==> config.mk <==
export PLATFORM = sky130hd
export DESIGN_NAME = serial_fulladder
export DESIGN_NICKNAME = d
export VERILOG_FILES = /design/src/rtl/serial_fulladder.sv
export SDC_FILE = /design/constraint.sdc
export NUM_CORES = 1
export LEC_CHECK = 0
export ABC_AREA = 1
export CORE_MARGIN = 2
export CORE_UTILIZATION = 52
export CTS_CLUSTER_DIAMETER = 200
export CTS_CLUSTER_SIZE = 30
export DETAILED_ROUTE_END_ITERATION = 7
export HOLD_SLACK_MARGIN = 0.05
export PLACE_DENSITY = 0.75
export SETUP_SLACK_MARGIN = 0.15
export SYNTH_ARGS = -nofsm -noshare
export SYNTH_HDL_FRONTEND = slang
export SYNTH_SLANG_ARGS = --single-unit
==> constraint.sdc <==
create_clock -name clk -period 1.7 [get_ports clk]
set_clock_uncertainty 0.15 [all_clocks]
set_input_delay 0.17 -clock clk [delete_from_list [all_inputs] [get_ports clk]]
set_output_delay 0.17 -clock clk [all_outputs]
set_load 0.02 [all_outputs]
==> src/rtl/serial_fulladder.sv <==
// serial_fulladder: bit-serial, LSB-first adder of two WIDTH-bit operands
// plus carry-in. Each clock retires one bit using a full-add cell built from
// two b_halfadder instances and an OR of their carries. The carry lives in a
// flip-flop between bits. The result is published together with a one-cycle
// done pulse after WIDTH shift cycles.

// One-bit half adder cell: sum = a ^ b, carry = a & b.
module b_halfadder (
  input  logic a_i,
  input  logic b_i,
  output logic sum_o,
  output logic cout_o
);

  assign sum_o  = a_i ^ b_i;
  assign cout_o = a_i & b_i;

endmodule

module serial_fulladder #(
  parameter int WIDTH = 8
) (
  input  logic             clk,
  input  logic             rst,
  input  logic             start,
  input  logic [WIDTH-1:0] a,
  input  logic [WIDTH-1:0] b,
  input  logic             cin,
  output logic             busy,
  output logic             done,
  output logic [WIDTH-1:0] sum,
  output logic             cout
);

  // Counter is one bit wider than needed to index WIDTH bits so it cannot wrap.
  localparam int CNT_W = $clog2(WIDTH) + 1;

  typedef enum logic [1:0] {
    ST_IDLE  = 2'd0,
    ST_SHIFT = 2'd1,
    ST_DONE  = 2'd2
  } state_t;

  state_t             state_q;
  logic [WIDTH-1:0]   a_sr_q;
  logic [WIDTH-1:0]   b_sr_q;
  logic [WIDTH-1:0]   s_sr_q;
  logic               c_q;
  logic [CNT_W-1:0]   cnt_q;
  logic [WIDTH-1:0]   sum_q;
  logic               cout_q;
  logic               busy_q;
  logic               done_q;

  // Full-add cell wiring: first half adder combines the operand bits, the
  // second folds in the held carry; either half-adder carry propagates.
  logic               p_s;
  logic               g0_s;
  logic               s_d;
  logic               g1_s;
  logic               c_d;
  logic [WIDTH-1:0]   s_sr_d;
  logic               last_bit_s;

  b_halfadder u_ha_ab (
    .a_i    (a_sr_q[0]),
    .b_i    (b_sr_q[0]),
    .sum_o  (p_s),
    .cout_o (g0_s)
  );

  b_halfadder u_ha_pc (
    .a_i    (p_s),
    .b_i    (c_q),
    .sum_o  (s_d),
    .cout_o (g1_s)
  );

  assign c_d        = g0_s | g1_s;
  assign s_sr_d     = {s_d, s_sr_q[WIDTH-1:1]};
  assign last_bit_s = (cnt_q == CNT_W'(WIDTH - 1));

  // Sequencer and datapath: accept in IDLE/DONE, retire one bit per SHIFT
  // cycle, publish the result on the last bit, and flag busy/done from
  // registers so they never glitch.
  always_ff @(posedge clk) begin
    if (rst) begin
      state_q <= ST_IDLE;
      a_sr_q  <= {WIDTH{1'b0}};
      b_sr_q  <= {WIDTH{1'b0}};
      s_sr_q  <= {WIDTH{1'b0}};
      c_q     <= 1'b0;
      cnt_q   <= {CNT_W{1'b0}};
      sum_q   <= {WIDTH{1'b0}};
      cout_q  <= 1'b0;
      busy_q  <= 1'b0;
      done_q  <= 1'b0;
    end else begin
      case (state_q)
        ST_IDLE, ST_DONE: begin
          if (start) begin
            a_sr_q  <= a;
            b_sr_q  <= b;
            c_q     <= cin;
            cnt_q   <= {CNT_W{1'b0}};
            state_q <= ST_SHIFT;
            busy_q  <= 1'b1;
            done_q  <= 1'b0;
          end else begin
            state_q <= ST_IDLE;
            busy_q  <= 1'b0;
            done_q  <= 1'b0;
          end
        end
        ST_SHIFT: begin
          s_sr_q <= s_sr_d;
          a_sr_q <= {1'b0, a_sr_q[WIDTH-1:1]};
          b_sr_q <= {1'b0, b_sr_q[WIDTH-1:1]};
          c_q    <= c_d;
          cnt_q  <= cnt_q + {{(CNT_W-1){1'b0}}, 1'b1};
          if (last_bit_s) begin
            sum_q   <= s_sr_d;
            cout_q  <= c_d;
            state_q <= ST_DONE;
            busy_q  <= 1'b0;
            done_q  <= 1'b1;
          end else begin
            state_q <= ST_SHIFT;
            busy_q  <= 1'b1;
            done_q  <= 1'b0;
          end
        end
        default: begin
          state_q <= ST_IDLE;
          busy_q  <= 1'b0;
          done_q  <= 1'b0;
        end
      endcase
    end
  end

  assign busy = busy_q;
  assign done = done_q;
  assign sum  = sum_q;
  assign cout = cout_q;

endmodule
# After elaboration in Yosys (flattened, before gate mapping)
# Index checks and enable logic that the tools add are counted.
# totals
regBits,42
inputBits,20
output_inout_bits,11
wordCells,42
# op_classes
addsub,1
eq_ne,4
muxes,15
bitwise,6
n_reduce_logical,6
# ops
cell,count
one-hot mux 8 bit (2 select lines),2
2-to-1 mux 8 bit,2
one-hot mux 4 bit (2 select lines),1
2-to-1 mux 1 bit,5
adder 4 x 1 -> 4 bit (second input constant),1
equality test 4 x 3 -> 1 bit (second input constant),1
2-to-1 mux 4 bit,1
one-hot mux 1 bit (2 select lines),2
one-hot mux 2 bit (2 select lines),1
AND reduction 2 bit,2
OR reduction 2 bit,2
AND 1 bit,2
equality test 2 x 1 -> 1 bit (second input constant),1
equality test 2 bit (second input constant),1
logical NOT 2 bit,1
2-to-1 mux 2 bit,1
inequality test 2 bit (second input constant),1
nonzero test 2 bit,1
XOR 1 bit,2
inverter 1 bit,1
OR 1 bit,1

# Depth between registers and ports, before layout
# logic_depth
ltp_word,4
depth_mapped,7
ltp_nobuf,6

# Modules after synthesis
# A second synthesis with hierarchy kept.
# unflattened
cells_unflattened,243
area_unflattened_um2,1781.7
# by_module_without_submodules
module,instances,cells_per_inst,area_per_inst_um2
serial_fulladder,1,241,1756.7
b_halfadder,2,1,12.5

# Worst setup path after synthesis
# Ideal clock, no wire load.
# synth_path
path_type,register to register
startpoint,register state_q[0]
endpoint,register state_q[0]
setup_ns,0.067
arrival_time_ns,1.087
t_required_ns,1.483
setup_slack_ns,0.395
path_stages_with_launch,7
period_less_slack_ns,1.305
cell_sequence,dfxtp_1 -> buf_6 -> inv_6 -> nor2_4 -> buf_6 -> nand2_1 -> a21oi_2
# synth_between
elab_chain_len,3
elab_cells_between_ends,5
# synth_lines
item,line_no,source
from (decl),44,state_t state_q;
from (signal assigned),88,state_q <= ST_IDLE;
from (signal assigned),106,state_q <= ST_SHIFT;
from (signal assigned),110,state_q <= ST_IDLE;
equality test 2 bit / logical NOT 2 bit (equally long branches),99,case (state_q)
OR reduction 2 bit,99,
one-hot mux 2 bit (2 select lines) *,99,
# Every way passes the cells marked *; elsewhere a longest branch is shown, timed or not.
# A chain may end at the register's enable or synchronous reset.

==> metrics.md <==
| Metric | Value |
|---|---|
| Status | `complete, no violations` |
| Distinct cells, synth | `22` |
| Area occupied by multi-input gates | `827 µm²` |
| # IOs | `31` |
| Final net count | `292` |
| Post-synth top area share | `0.441` |
| Min Tclk post-route | `1.48 ns` |
| Met2 GRT Util | `0.326` |
| TNS Setup | `0 ns` |
| Initial DRT Pass Iterations | `4` |
| CTS buffer count | `5` |
| Initial antenna violation count | `0` |
| Syn Nets | `about 260` |
| Initial Utilization | `0.544` |
| Most frequent cells after synthesis | `69 x nand3_1, 40 x dfxtp_1, 31 x nand2_1, 23 x nor2_1, 19 x inv_1` |
| Post-synth EDFFs | `0` |
| Global Route Usage Sum | `0.200` |
| Largest net degree at the start of global routing | `31` |
| Kind of critical path | `register to primary output` |
| Most Used Layer, Global Route | `met2` |
| Layout cell share with drive strength beyond 1 | `0.122` |
| Post-route setup slack | `roughly 0.22 ns` |
| Pleak | `0.965 nW` |
| Row cnt | `21` |
| FMAX | `677 MHz` |
| Hold crit path type | `input pin to register` |
| Routability congestion estimate | `just over 0.8` |
| Skew-Pair Late Insertion Delay | `0.36 ns` |
| Pwr Density | `827 nW/µm²` |
| Synth area leader | `dfxtp_1` |
| Dpl cell area | `2120 µm²` |
| Sequential-to-total area share from yosys stat | `0.441` |
| Register area | `approximately 800 µm²` |
| Syn Inst Count | `241` |
| CP delay by family, top | `flip-flops` |
| Hold Slack | `approximately 0.24 ns` |
| Worst path bufs/invs | `1` |
| Slew @ Worst Pin | `0.400 ns` |
| Syn_area_per_cell | `7.53 µm²` |
| Final Max Tran Viols | `0` |
| Fin area | `about 2200 µm²` |
| CTS hold repair buffers | `0` |
| Crit Path Max Fanout | `6` |
| Setup bufs post-CTS | `0` |
| Synthesized area | `about 1800 µm²` |
| Max stage delay cell, worst path | `dfxtp_2` |
| Detailed Route WL | `3.56 mm` |
| Via density | `just over 5` |
| Slew margin rel. | `0.732` |
| Ant. Diodes | `0` |
| H-tree Lvls | `2` |
| Synth Warn # | `0` |
| Number of max-cap violations | `0` |
| Clock Tree Buf Depth | `2` |
| Number of global-route vias before repair | `around 1500` |
| Fill cells | `334` |
| Worst path arrival time | `approximately 1.2 ns` |
| Worst endpoint required time | `1.38 ns` |
| Core Region | `around 3300 µm²` |
| Violation count after the first detailed-routing iteration | `62` |
| Residual DRC count | `0` |
| IO buf count | `30` |
| Overall power | `roughly 0.0018 W` |
| Top cells by area, synth | `dfxtp_1 44%, nand3_1 19%, nand2_1 6.4%` |
| GRT overflow | `0` |
| Die area | `3980 µm²` |
| Synth async-reset ratio | `0` |
| RSZ-0062 raised after global routing | `false` |
| Part of the cycle the worst path needs | `0.868` |
| First-pass GRT wire length | `6.35 mm` |
| CP cell instances | `dlygate4sd2_1` |
| Ys flop type | `dfxtp_1` |
| Met3 usage | `0.0536` |
| Remaining antenna violation count | `0` |
| Flop and latch count out of synthesis | `40` |
| Most common cell in the synthesized netlist | `nand3_1` |
| Setup crit start kind | `register` |
| Avg WL per Cell | `11.2 µm` |
| Sink Count | `40` |
| Clock slew seen by the registers of the worst setup and hold paths | `0.12 ns` |
| Root Buffer Master | `clkbuf_4` |
| CTS tree | `built` |
| Die X | `around 63 µm` |
| Crit-path max cell delay | `approximately 0.45 ns` |
| Via Count | `1608` |
| Die Ht | `~63 µm` |
| Setup violations, final | `0` |
| Synth-to-layout area growth | `20.1%` |
| Fin. Hold Viols | `0` |
| Post-Place Setup Slack | `between 0.15 and 0.2 ns` |
| Worst Setup End Kind | `primary output` |
| Met1 global-route usage | `0.252` |
| DP HPWL | `2.33 mm` |
| Maximum VDD drop | `0.000400 V` |
## kinds of logic after synthesis
| kind of cell | Yosys count | share of synthesized area |
|---|---|---|
| AND/OR/NAND/NOR | 130 | 0.339 |
| flip-flops | 40 | 0.441 |
| buffers and inverters | 38 | 0.108 |
| AO/OA/AOI/OAI | 31 | 0.0937 |
| adder cells (fa/ha/maj) | 2 | 0.0179 |
## report_power, final
| part | internal, W | switching [W] |
|---|---|---|
| logic | 0.000112 | 0.000143 |
| registers | 0.000986 | 0.0000339 |
| clock network | 0.000201 | 0.000328 |
| total | 0.00130 | 0.000505 |
## per-layer routing
| layer | vias up | share of wire |
|---|---|---|
| li1 | 852 | - |
| met1 | 720 | 0.50 |
| met2 | 30 | 0.44 |
| met3 | 6 | 0.039 |
| met4 | 0 | 0.017 |
| met5 | - | 0 |
## per-stage QoR
step                      instances  utilization
after floorplan                 241            -
after global placement          308        0.634
after detailed placement        308        0.634
after CTS                       316        0.651
after global routing            317        0.654
final                           317        0.654
## sequential cells by signal, summed over array words and instances (netlist names)
register	flops
cnt_q	4
done	1
cout	1
b_sr_q	8
sum	8
c_q	1
a_sr_q	8
s_sr_q	7
state_q	2
## area by class of cell
type                    count  share of cell area
flip-flops and latches     40               0.368
repair buffers             37               0.155
inverters                  22              0.0402
clock buffers               6              0.0235
clock inverters             2             0.00688
well taps                  46              0.0264
multi-input cells         164               0.379
## cell usage in the layout (no fill, tap or decap)
cell type        synthesis  final
a21oi_1                 18     18
nand2_2                  4      5
clkbuf_8                 0      1
nand2_4                  1      1
inv_2                    2      2
nand2_1                 31     31
nand3_1                 69     69
dfxtp_2                  0      2
fa_1                     1      1
buf_4                    6      7
nor2_8                   1      1
inv_6                    1      1
ha_1                     1      1
inv_1                   19     19
a21oi_2                  4      4
o21ai_0                  8      8
clkinvlp_4               0      2
o21ai_1                  1      1
clkdlybuf4s50_1          0     19
clkbuf_4                 0      5
dlygate4sd2_1            0     11
nor2_4                   1      1
nor2_2                   0      1
nor2_1                  23     22
dfxtp_1                 40     38
## path summary, 6_finish.rpt
kind                                 start        end  slack [ns]  depth (start not counted)
worst max register to register    cnt_q[1]     sum[1]        0.32                          6
worst max-delay path            state_q[0]       busy        0.22                          1
worst min register to register   s_sr_q[1]  s_sr_q[1]        0.31                          2
worst min-delay path                  b[7]  b_sr_q[7]        0.24                          3
## timing repair
action	in CTS	in global routing
gates cloned	0	1
gates resized for setup	12	3
endpoints found under the setup margin	11	8
pin swaps	0	0
Power figures use the tool's default switching activity.
==> RTL edit 1, RTL diff (same settings) <==
Change the parameter `WIDTH` from 8 to 16.
--- a/src/rtl/serial_fulladder.sv
+++ b/src/rtl/serial_fulladder.sv
@@ -20,3 +20,3 @@
 module serial_fulladder #(
-  parameter int WIDTH = 8
+  parameter int WIDTH = 16
 ) (
Interface: changed (resized a, b and sum); port bits go from 31 to 55. The function was not compared with the original's and may differ.
==> RTL edit 1 against the original RTL <==
Synthesized cell count increased by 81%; synthesized area rose by 79%; final cell count is 80% higher; highest routed layer unchanged; sequential cell count is 33 higher; design area grew 92%; combinational power grew 100%; clock power rose to 2.6 times the old value; worst setup slack lost 0.082 ns; sequential power rose by 82%; global-route usage increased by 1.5 points; largest cell class unchanged; total power increased by 110%; sequential share of layout area decreased by 1.7 points; utilization is 4.4 points higher; routed wire length rose by 110%.
==> RTL edit 1: results <==
drt:
  first_iter_violations: 232
  met2WireLength_um: 3443
  wl_met3_um: 492
  vias: 2989
outcome:
  outcome: "completed"
finish:
  seq_cells: 73
  nets: 529
  n_all_buffers: 78
  clkbuf_count: 11
  multi_input_area_share_pct: 35.89
critical_path:
  r2r_slack_ns: 0.14
  critPathArrivalTime_ns: 1.70
power:
  power_leakage_nw: 1.755
  seq_power_mw: 1.86
  comb-power_uw: 514
  seq_power_share_pct: 50.0
place:
  place_ws_ns: 0.04764
  place_inst: 545
min_path:
  hold_path_end: "a_sr_q[15]"
global_route:
  first_global_vias: 2792
  groute.usage.overall_pct: 21.43
clock_tree:
  h-tree-depth: 3
  cts.reportedPaths.clkPinSlew_ns: 0.07
synthesis:
  synth-seq-area-share_pct: 44.92
  synth_nets: 475
## RTL edit 1: worst max-delay path by stage
stage,end,cells past startpoint,slack (ns)
floorplan,sum[11],8,0.18
global placement,sum[11],7,0.11
detailed placement,sum[2],7,0.05
CTS,busy,1,0.16
global route,sum[14],9,0.07
finish,sum[12],8,0.14
## RTL edit 1: layer usage
layer / vias up / global-route usage (%)
met3: 6 / 4.473
met4: 0 / 8.048
met1: 1349 / 29.56
li1: 1545 / -
met5: - / 0
met2: 89 / 33.06
## RTL edit 1: metrics by stage
step / hold WS (ns) / utilization (%)
floorplan: 0.1672 / -
global placement: 0.2875 / 63.93
detailed placement: 0.3041 / 63.93
CTS: 0.2747 / 67.69
global route: 0.3235 / 69.78
finish: 0.2877 / 69.78
## RTL edit 1: cells by family after synthesis
group / Yosys count
DFF: 73
adders and majority gates: 3
and+or+nand+nor: 200
buffers and inverters: 84
AOI/OAI and AO/OA: 76
==> RTL edit 2, RTL diff (same settings) <==
Made on the original files. The 3 states of `state_t` get a one-hot encoding in 3 bits.
--- a/src/rtl/serial_fulladder.sv
+++ b/src/rtl/serial_fulladder.sv
@@ -37,6 +37,6 @@
 
-  typedef enum logic [1:0] {
-    ST_IDLE  = 2'd0,
-    ST_SHIFT = 2'd1,
-    ST_DONE  = 2'd2
+  typedef enum logic [2:0] {
+    ST_IDLE  = 3'b001,
+    ST_SHIFT = 3'b010,
+    ST_DONE  = 3'b100
   } state_t;
Behaviour: no difference found for any inputs over 10 cycles, from zero or initial values and one cycle with rst high; not proved beyond that.
==> RTL edit 2 against the original RTL <==
Routed wire length up 6.2%; first-iteration DRC count increased by 21%; design area is 11% higher; register-to-register slack lost 0.03 ns; sequential cell count increased by 1; combinational power up 23%; die area increased by 7.9%; total power is 18% higher; synthesized area increased by 8.4%; utilization rose by 1.1 points; maximum frequency decreased by 2.0%; worst setup slack lost 0.030 ns; synthesized cell count grew 14%; highest routed layer unchanged.
==> RTL edit 2: results <==
outcome:
  outcome: "completed"
place:
  portBuffers: 30
  hpwl_um: 2540
  place.gp.congestion: 0.7781
  placed_area_um2: 2300
  place_inst: 345
  place_ws_ns: 0.1434
critical_path:
  crit_family: "buffers and inverters"
  critPathArrivalTime_ns: 1.19
  r2r-end: "sum[3]"
  crit_end: "done"
  critPathMaxStageDelay_ns: 0.59
  cp-startpoint: "done"
  path_max_fanout: 1
  slowest_stage: "clkdlybuf4s50_1"
  r2r_slack_ns: 0.29
  r2r_start: "cnt_q[0]"
synthesis:
  synth-adder-area-share_pct: 1.653
  synth_cell_types: 19
  synth-seq-area-share_pct: 41.70
  synth_compound_area_share_pct: 12.78
  syn_inst: 275
  yosys-top-cells-count: "nand2_1 (66), dfxtp_1 (41), nand3_1 (41)"
  synth_xor_xnor_area_share_pct: 0
  synth_nets: 297
  synth.top_cells.by_area: "dfxtp_1 (42%), nand2_1 (13%), nand3_1 (10%), nor2_1 (6.9%), a21oi_2 (6.7%)"
power:
  powerClk_uw: 770
  netSwitchingFraction_pct: 24.94
  p_clk_share_pct: 36.2
  seq_power_share_pct: 49.0
  power_leakage_nw: 1.156
  ir_drop_mv: 0.7992
min_path:
  hold_path_end: "a_sr_q[7]"
  min_from: "a[7]"
clock_tree:
  cts.reportedPaths.clkPinSlew_ns: 0.08
  cts_inserted_buffers: 5
  clockRootBuffer: "clkbuf_8"
  worst_skew_pair.late_latency_ns: 0.29
  h-tree-depth: 2
  post_cts_buffers: 0
  cts_resized: 10
drt:
  first_pass_iters: 7
  viasPerCell: 4.876
  wl_per_cell_um: 10.64
  vias: 1731
  first_iter_violations: 75
global_route:
  antenna_found_initial: 0
  first_global_vias: 1518
  groute.usage.overall_pct: 19.40
  grt_pass1_wl_um: 6506
  grt_start_max_net_pins: 40
sta:
  worst_pin_slew_ns: 0.2627
  max_freq_mhz: 664.0
  worst_hold_slack_ns: 0.3125
finish:
  drive_gt1_share_pct: 13.68
  nets: 328
## RTL edit 2: changes by cell type after synthesis, sizes merged
cell,unedited run,this run
nand2,36,67
nand3,69,41
o21ai,9,15
nand4,0,1
inv,22,29
a21oi,22,24
clkbuf,3,4
nor2,25,38
dfxtp,40,41
## RTL edit 2: routing by layer
| metal | GRT usage (%) | part of all wire, % | vias to the layer above |
|---|---|---|---|
| met5 | 0 | 0 | - |
| met4 | 9.635 | 2.4 | 0 |
| met3 | 3.767 | 3.3 | 8 |
| met2 | 29.34 | 44 | 38 |
| met1 | 26.34 | 50 | 755 |
| li1 | - | - | 930 |
## RTL edit 2: final cells by class
type,count,area (µm²)
Multi-Input combinational cell,188,928.4
Sequential cell,41,823.3
Clock buffer,6,72.57
Inverter,29,108.9
Timing Repair Buffer,41,399.1
Clock inverter,2,38.79
Tap cell,48,60.06
Fill cell,309,1230
